## config.mk

```make
export PLATFORM = sky130hd
export DESIGN_NAME = regfile_cc
export DESIGN_NICKNAME = d
export VERILOG_FILES = /design/src/rtl/regfile_cc.sv
export SDC_FILE = /design/constraint.sdc
export NUM_CORES = 1
export LEC_CHECK = 0
export BUFFER_PORTS_ARGS = -buffer_cell sky130_fd_sc_hd__buf_2
export CORE_MARGIN = 5
export CORE_UTILIZATION = 59
export CTS_BUF_LIST = sky130_fd_sc_hd__clkbuf_8 sky130_fd_sc_hd__clkbuf_16
export CTS_CLUSTER_DIAMETER = 40
export DETAILED_ROUTE_END_ITERATION = 10
export PLACE_DENSITY = 0.8
export SYNTH_ARGS = -nofsm -noshare
export SYNTH_HDL_FRONTEND = slang
export SYNTH_SLANG_ARGS = --single-unit
```

## constraint.sdc

```tcl
create_clock -name Clk -period 2.75 [get_ports Clk]
set_input_delay 0.1375 -clock Clk [delete_from_list [all_inputs] [get_ports Clk]]
set_output_delay 0.1375 -clock Clk [all_outputs]
set_load 0.02 [all_outputs]
```

## src/rtl/regfile_cc.sv

```systemverilog
// LC-3 general-purpose register file with NZP condition codes, branch-enable latch
// and a one-deep CC save slot used across interrupt entry and exit.
module regfile_cc #(
   parameter int WIDTH    = 16,
   parameter int NUM_REGS = 8,
   parameter int ADDR_W   = $clog2(NUM_REGS),
   parameter bit BYPASS   = 1'b0
) (
   input  logic              Clk,
   input  logic              Reset,
   input  logic              LD_REG,
   input  logic [ADDR_W-1:0] DR,
   input  logic [WIDTH-1:0]  D_in,
   input  logic [ADDR_W-1:0] SR1,
   input  logic [ADDR_W-1:0] SR2,
   output logic [WIDTH-1:0]  SR1_out,
   output logic [WIDTH-1:0]  SR2_out,
   input  logic              LD_CC,
   input  logic              LD_BEN,
   input  logic [2:0]        IR_nzp,
   input  logic              SAVE_CC,
   input  logic              RESTORE_CC,
   output logic [2:0]        CC_out,
   output logic              BEN
);

   localparam int                TABLE_DEPTH = 2 ** ADDR_W;
   localparam logic [ADDR_W:0]   NUM_REGS_W  = (ADDR_W + 1)'(NUM_REGS);
   localparam logic [2:0]        CC_ZERO     = 3'b010;

   logic [WIDTH-1:0] reg_array_reg [NUM_REGS];
   logic [WIDTH-1:0] rd_table [TABLE_DEPTH];
   logic [2:0]       cc_reg;
   logic [2:0]       save_reg;
   logic             ben_reg;
   logic [2:0]       cc_next;
   logic             dr_valid;
   logic             hit1;
   logic             hit2;

   always_ff @(posedge Clk or negedge Reset) begin
      if (!Reset) begin
         for (int i = 0; i < NUM_REGS; i++) begin
            reg_array_reg[i] <= '0;
         end
      end else if (LD_REG) begin
         // Out-of-range indices match no entry, so such writes simply drop.
         for (int i = 0; i < NUM_REGS; i++) begin
            if (DR == ADDR_W'(i)) begin
               reg_array_reg[i] <= D_in;
            end
         end
      end
   end

   // Pad the read view to the full index space so unused indices read as zero.
   generate
      for (genvar gi = 0; gi < TABLE_DEPTH; gi++) begin : g_rd
         if (gi < NUM_REGS) begin : g_live
            assign rd_table[gi] = reg_array_reg[gi];
         end else begin : g_dead
            assign rd_table[gi] = '0;
         end
      end
   endgenerate

   assign dr_valid = ({1'b0, DR} < NUM_REGS_W);
   assign hit1     = BYPASS && LD_REG && dr_valid && (DR == SR1);
   assign hit2     = BYPASS && LD_REG && dr_valid && (DR == SR2);
   assign SR1_out  = hit1 ? D_in : rd_table[SR1];
   assign SR2_out  = hit2 ? D_in : rd_table[SR2];

   always_comb begin
      cc_next = 3'b001;
      if (D_in == '0) begin
         cc_next = CC_ZERO;
      end else if (D_in[WIDTH-1]) begin
         cc_next = 3'b100;
      end
   end

   // Save, restore and BEN all sample the pre-edge CC, which makes a swap fall out naturally.
   always_ff @(posedge Clk or negedge Reset) begin
      if (!Reset) begin
         cc_reg   <= CC_ZERO;
         save_reg <= CC_ZERO;
         ben_reg  <= 1'b0;
      end else begin
         if (RESTORE_CC) begin
            cc_reg <= save_reg;
         end else if (LD_CC) begin
            cc_reg <= cc_next;
         end
         if (SAVE_CC) begin
            save_reg <= cc_reg;
         end
         if (LD_BEN) begin
            ben_reg <= |(IR_nzp & cc_reg);
         end
      end
   end

   assign CC_out = cc_reg;
   assign BEN    = ben_reg;

endmodule
```

==> key figures, run 1 <==
Outcome
  – Status: completed

Finish
  – Fin nets: 529
  – N_diodes: 0
  – Filler Cell Count: 793
  – Share of cells above drive strength 1: 0.578
  – Area growth syn-to-layout: 14.8%
  – Final instance area: 8410 µm²
  – Max reg flops: 128

Worst setup path
  – Critical path arrival: 1840 ps
  – CP max-delay cell: mux4_1
  – Largest stage delay on the critical path: 560 ps
  – Crit path capture type: output pin
  – Crit path cell chain: buf_2, buf_4, mux4_1, mux2_2, buf_2
  – Setup crit start kind: input port
  – Worst setup path category: in -> out
  – Reg2reg setup slack: 1750 ps
  – WP data required: 2610 ps
  – CP Max Fanout: 14
  – CP most frequent cell: buf_2

Die
  – Die Width: 121 µm
  – Core area: 12,100 µm²
  – Starting density of the core: 0.605
  – Die H: 121 µm
  – Row count: 40
  – I/O Pins: 71
  – Area of the die: 14,700 µm²

Power
  – Clock share of power: 0.336
  – Psw: 1.75 mW
  – Combinational Power Share: 0.243
  – Pint: 4.73 mW
  – Switching fraction of total power: 0.270
  – Pwr Density: 770 nW/µm²
  – Maximum VDD drop: 0.398 mV
  – Lkg Pwr: 3.71 nW
  – Tot Pwr: 6.48 mW
  – Sequential power share: 0.421

Placed design
  – DP HPWL: 10,500 µm
  – Dpl cell area: 7820 µm²
  – Port Buf Inserts: 70
  – GP Congestion: 0.791

STA
  – Relative slew slack: 0.401
  – Worst Max-Slew Pin Slew: 898 ps
  – Max frequency: 505 MHz
  – Fin Clk Skew: 7.33 ps
  – Final Hold Violating Endpoints: 0
  – RSZ-0062 raised after global routing: false
  – Final setup violation count: 0
  – Period Utilization, post-route: 0.720
  – Slew Limit Fails: 0
  – Post-layout min period: 1980 ps
  – TNS Setup: 0 ps

Synth
  – Sequential-to-total area share from yosys stat: 0.461
  – Syn_area_per_cell: 17.4 µm²
  – Synth top area cells: dfrtp_1 (45%), mux2_2 (24%), mux4_1 (17%), mux4_2 (4.9%), buf_6 (1.5%)
  – Post-synthesis instance total: 421
  – #FFs+latches synth: 135
  – Netlist Area Pre-Place: 7330 µm²
  – Yosys top cell by area: dfrtp_1
  – Syn nets: 456
  – Unique masters post-synth: 28
  – Synth top area share: 0.454
  – Yosys Warn Count: 0

Detailed routing
  – Initial DRT Pass Iterations: 4
  – Vias per cell: 6.45
  – Drt total wl: 16,600 µm
  – Antenna Nets Post-Route: 0
  – DR vias: 4,338
  – Starting DRT DRC Count: 233
  – DRC viols: 0
  – Wire length per cell: 24.7 µm

GRT
  – Initial antenna violation count: 0
  – Global Route Usage Sum: 0.241
  – Largest net degree at the start of global routing: 67
  – Remaining global-route overflow: 0
  – Global-route wire length before repair: 26,500 µm
  – Number of global-route vias before repair: 4,645

Clocking
  – TritonCTS sink count: 135
  – CTS tree: done
  – Clk slew on worst S/H paths: 50 ps
  – TritonCTS Buffers: 17
  – Setup Fix Bufs, Post-CTS: 0
  – Clock root buffer: clkbuf_16
  – Longest Clk Path Bufs: 2
  – H-tree Lvls: 4
  – Clock Latency Late Sink: 420 ps

Hold path
  – Worst Hold Class: in -> reg

Job
  – Max_cap viols: 0
## stage by stage
| stage | cells | setup slack [ps] | hold WS, ps | utilization |
|---|---|---|---|---|
| finish | 673 | 770 | 18.4 | 0.695 |
| global route | 673 | 706 | 6.25 | 0.695 |
| CTS | 673 | 778 | 2.95 | 0.695 |
| detailed placement | 641 | 786 | 304 | 0.646 |
| global placement | 641 | 802 | 297 | 0.646 |
| floorplan | 421 | 1360 | -158 | - |
## final cells by class
cell class                 count  area, µm²  area share
clock buffer                  24        522      0.0620
clock inverter                 6       50.0     0.00595
multi-input combinational    255       3720       0.442
sequential                   135       3380       0.402
tap                          168        210      0.0250
timing repair buffer          85        533      0.0634
## synthesized netlist by cell type (all sizes together)
| cell type | instances |
|---|---|
| nand4b | 3 |
| clkbuf | 5 |
| a222oi | 1 |
| nor4 | 4 |
| mux2i | 1 |
| mux2 | 163 |
| nand2b | 2 |
| nor3 | 2 |
| nand4 | 2 |
| a21oi | 2 |
| dfrtp | 133 |
| mux4 | 64 |
| nand2 | 2 |
| o21ai | 2 |
| nor2 | 2 |
| nor3b | 4 |
| dfstp | 2 |
| buf | 26 |
| a221o | 1 |
## layer usage
layer / up-vias / GRT usage / part of all wire
met3: 27 / 0.0490 / 0.050
met1: 2320 / 0.315 / 0.42
li1: 1864 / - / -
met2: 127 / 0.404 / 0.52
met5: - / 0 / 0
met4: 0 / 0.0847 / 0.018
## cells in the final DEF (no fill, tap or decap)
cell	count
a21oi_1	2
a221o_1	1
a222oi_1	1
buf_12	5
buf_2	69
buf_4	9
bufinv_16	1
clkbuf_16	17
clkbuf_8	7
clkinv_2	1
dfrtp_1	133
dfstp_2	2
dlygate4sd3_1	2
inv_1	4
mux2_1	7
mux2_2	156
mux2i_1	1
mux4_1	48
mux4_2	16
nand2_1	2
nand2b_1	1
nand2b_4	1
nand4_1	1
nand4_2	1
nand4b_2	3
nor2_1	2
nor3_4	2
nor3b_1	2
nor3b_4	2
nor4_1	4
o21ai_0	2
## power by group through the flow
| stage | clock, mW | combinational (mW) | sequential, mW |
|---|---|---|---|
| after floorplan | 0 | 1.20 | 2.63 |
| after global placement | 0 | 1.53 | 2.70 |
| after detailed placement | 0 | 1.58 | 2.74 |
| after CTS | 2.20 | 1.60 | 2.72 |
| after global routing | 2.29 | 1.70 | 2.78 |
| final | 2.18 | 1.58 | 2.73 |
## timing repair
item,CTS,global route
gates resized for setup,0,0
endpoints found under the hold margin,65,0
hold buffers,2,0
## path summary, 6_finish.rpt
path                       depth (start not counted)             to          from
max in group asynchronous                          3    save_reg[1]         Reset
min reg2reg                                        1   rd_table[58]  rd_table[58]
max reg2reg                                        2            BEN     CC_out[0]
min in group asynchronous                          2  rd_table[113]         Reset
max                                                5    SR1_out[12]        SR1[0]
min                                                2    save_reg[2]       SAVE_CC
## logic make-up (layout without fill, tap and decap cells)
| kind of cell | count (synthesis) | in the layout | share of synthesized area |
|---|---|---|---|
| compound gates | 6 | 6 | 0.00547 |
| mux | 228 | 228 | 0.473 |
| flops | 135 | 135 | 0.461 |
| simple gates | 21 | 21 | 0.0285 |
| buf+inv | 31 | 115 | 0.0313 |
## worst max-delay path, delay by kind of cell
family	cells	cell delay [ps]
buffers and inverters	3	850
multiplexers	2	850
No activity file was read; power rests on OpenSTA's default activity.
==> run 2, diff against run 1 <==
--- a/config.mk
+++ b/config.mk
@@ -7,11 +7,11 @@
 export LEC_CHECK = 0
 export BUFFER_PORTS_ARGS = -buffer_cell sky130_fd_sc_hd__buf_2
 export CORE_MARGIN = 5
-export CORE_UTILIZATION = 59
+export CORE_UTILIZATION = 54
 export CTS_BUF_LIST = sky130_fd_sc_hd__clkbuf_8 sky130_fd_sc_hd__clkbuf_16
 export CTS_CLUSTER_DIAMETER = 40
 export DETAILED_ROUTE_END_ITERATION = 10
-export PLACE_DENSITY = 0.8
+export PLACE_DENSITY = 0.77
 export SYNTH_ARGS = -nofsm -noshare
 export SYNTH_HDL_FRONTEND = slang
 export SYNTH_SLANG_ARGS = --single-unit
==> constraint.sdc (replaced) <==
create_clock -name Clk -period 1.65 [get_ports Clk]
set_input_delay 0.0825 -clock Clk [delete_from_list [all_inputs] [get_ports Clk]]
set_output_delay 0.0825 -clock Clk [all_outputs]
set_load 0.02 [all_outputs]
==> key figures, run 2 (synthesis results as in run 1) <==
Detailed routing
  – Initial DRT Pass Iterations: 4 (unchanged)
  – Antenna Nets Post-Route: 0 (unchanged)
  – Wire length per cell: 24.3 µm (was 24.7 µm)
  – Vias per cell: 6.28 (was 6.45)
  – Drt total wl: 17,200 µm (was 16,600 µm)
  – DRC viols: 0 (unchanged)
  – Starting DRT DRC Count: 262 (was 233)
  – DR vias: 4,444 (was 4,338)

Clocking
  – TritonCTS Buffers: 17 (unchanged)
  – CTS tree: done (unchanged)
  – Clock Latency Late Sink: 410 ps (was 420 ps)
  – H-tree Lvls: 4 (unchanged)
  – Clock root buffer: clkbuf_16 (unchanged)
  – Clk slew on worst S/H paths: 60 ps (was 50 ps)
  – TritonCTS sink count: 135 (unchanged)
  – Longest Clk Path Bufs: 2 (unchanged)

Placed design
  – DP Cell Count: 661 (was 641)
  – Port Buf Inserts: 70 (unchanged)
  – Place WS: 92.9 ps (was 786 ps)
  – DP HPWL: 10,800 µm (was 10,500 µm)
  – GP Congestion: 0.753 (was 0.791)

Worst setup path
  – Crit path cell chain: mux4_2, mux2_4, buf_6 (was buf_2, buf_4, mux4_1, mux2_2, buf_2)
  – R2R cell count: 3 (was 2)
  – CP Max Fanout: 3 (was 14)
  – Setup crit start kind: register (was input port)
  – Critical path arrival: 1750 ps (was 1840 ps)
  – CP max-delay cell: mux4_2 (was mux4_1)
  – Worst setup path category: reg -> out (was in -> out)
  – WP data required: 1570 ps (was 2610 ps)
  – Crit path capture type: output pin (unchanged)
  – Largest stage delay on the critical path: 490 ps (was 560 ps)

Finish
  – Commonest non-fill, non-tap cell in the layout: dfrtp_1 (was mux2_2)
  – Non-filler cells, final: 708 (was 673)
  – Share of cells above drive strength 1: 0.680 (was 0.578)
  – Fin nets: 555 (was 529)
  – Max reg flops: 128 (unchanged)
  – Area growth syn-to-layout: 21.1% (was 14.8%)
  – N_diodes: 0 (unchanged)
  – Most frequent cells in the layout: dfrtp_1 (133), mux2_2 (128), mux4_2 (62), buf_2 (37), buf_6 (32) (was mux2_2 (156), dfrtp_1 (133), buf_2 (69), mux4_1 (48), clkbuf_16 (17))

Power
  – Maximum VDD drop: 0.722 mV (was 0.398 mV)
  – Pwr Density: 1290 nW/µm² (was 770 nW/µm²)
  – Lkg Pwr: 3.82 nW (was 3.71 nW)

Job
  – Max_cap viols: 0 (unchanged)

STA
  – Max frequency: 545 MHz
  – RSZ-0062 raised after global routing: true (was false)
  – Setup WS post-layout: -185 ps (was 770 ps)
  – TNS Setup: -4470 ps (was 0 ps)
  – Fin Clk Skew: 1.60 ps (was 7.33 ps)
  – Relative slew slack: 0.715 (was 0.401)
  – Post-layout min period: 1830 ps
  – Final setup violation count: 32 (was 0)
  – Final Hold Violating Endpoints: 0 (unchanged)
  – Period Utilization, post-route: 1.11
  – Worst Max-Slew Pin Slew: 424 ps (was 898 ps)
  – Slew Limit Fails: 0 (unchanged)

Die
  – Starting density of the core: 0.551 (was 0.605)
  – Die H: 126 µm (was 121 µm)
  – Core area: 13,300 µm² (was 12,100 µm²)
  – Area of the die: 16,000 µm² (was 14,700 µm²)
  – I/O Pins: 71 (unchanged)
  – Row count: 42 (was 40)
  – Die Width: 126 µm (was 121 µm)

GRT
  – Number of global-route vias before repair: 4,887 (was 4,645)
  – Remaining global-route overflow: 0 (unchanged)
  – Initial antenna violation count: 0 (unchanged)
  – Largest net degree at the start of global routing: 33 (was 67)
  – Global Route Usage Sum: 0.224 (was 0.241)
  – Global-route wire length before repair: 27,700 µm (was 26,500 µm)

Outcome
  – Failing checks: negative setup slack
  – Status: finished with violations (was completed)

Hold path
  – Hold Crit Depth: 2 (unchanged)
  – Worst Hold Class: in -> reg (unchanged)
run 2: changes by cell type in the layout (fill, tap and decap cells not counted), moves of 12 or more:
cell and delta:
buf_2 -32, buf_4 +12, mux2_2 -28, buf_6 +32, mux4_2 +46, mux4_1 -46, mux2_4 +28
run 2: critical path: cells and delay by family (launching register included):
family                 cells  cell delay (ps)
DFF                        1              410
muxes                      2              790
buffers and inverters      1              130
run 2: where the power goes:
part / total [mW] / switching (mW) / leakage, nW / internal (mW)
clock network: 3.58 / 1.36 / 0.285 / 2.22
registers: 4.60 / 0.560 / 1.62 / 4.04
logic: 3.29 / 1.23 / 1.92 / 2.06
total: 11.5 / 3.15 / 3.82 / 8.32
run 2: routing by layer:
metal / up-vias / part of all wire / wire length [µm] / track usage
li1: 1876 / - / - / -
met1: 2399 / 0.41 / 7040 / 0.290
met2: 145 / 0.53 / 9050 / 0.384
met3: 24 / 0.047 / 811 / 0.0404
met4: 0 / 0.016 / 270 / 0.0738
met5: - / 0 / 0 / 0
run 2: worst paths after layout:
path                            endpoint  slack, ps    startpoint
setup / recovery              SR2_out[3]       -180  rd_table[67]
setup reg to reg                     BEN        130     CC_out[0]
max in group asynchronous  rd_table[116]        780         Reset
min in group asynchronous    save_reg[2]        150         Reset
hold / removal              rd_table[58]         20      D_in[10]
hold reg to reg                CC_out[2]        490   save_reg[2]
run 2: what timing repair did:
item | CTS | global route
setup endpoints to repair | 32 | 32
buffers inserted | 6 | 4
gates cloned | 0 | 0
hold endpoints to repair | 116 | 0
hold buffers | 6 | 0
gates resized for setup | 126 | 12
run 2: area by class of cell:
class,count,area [µm²]
Clock buffer,18,439
Clock inverter,13,116
Fill cell,896,4430
Multi-Input combinational cell,255,3650
Sequential cell,135,3380
Tap cell,176,220
Timing Repair Buffer,111,1060
run 2: through the flow:
stage | power, mW | cell area [µm²] | utilization | hold WS [ps]
after detailed placement | 7.28 | 8050 | 0.605 | 43.7
after CTS | 11.4 | 8830 | 0.664 | 8.38
final | 11.5 | 8870 | 0.667 | 17.2
after floorplan | 6.38 | 7330 | - | -213
after global routing | 12.0 | 8870 | 0.667 | 36.4
after global placement | 7.10 | 8050 | 0.605 | 38.1
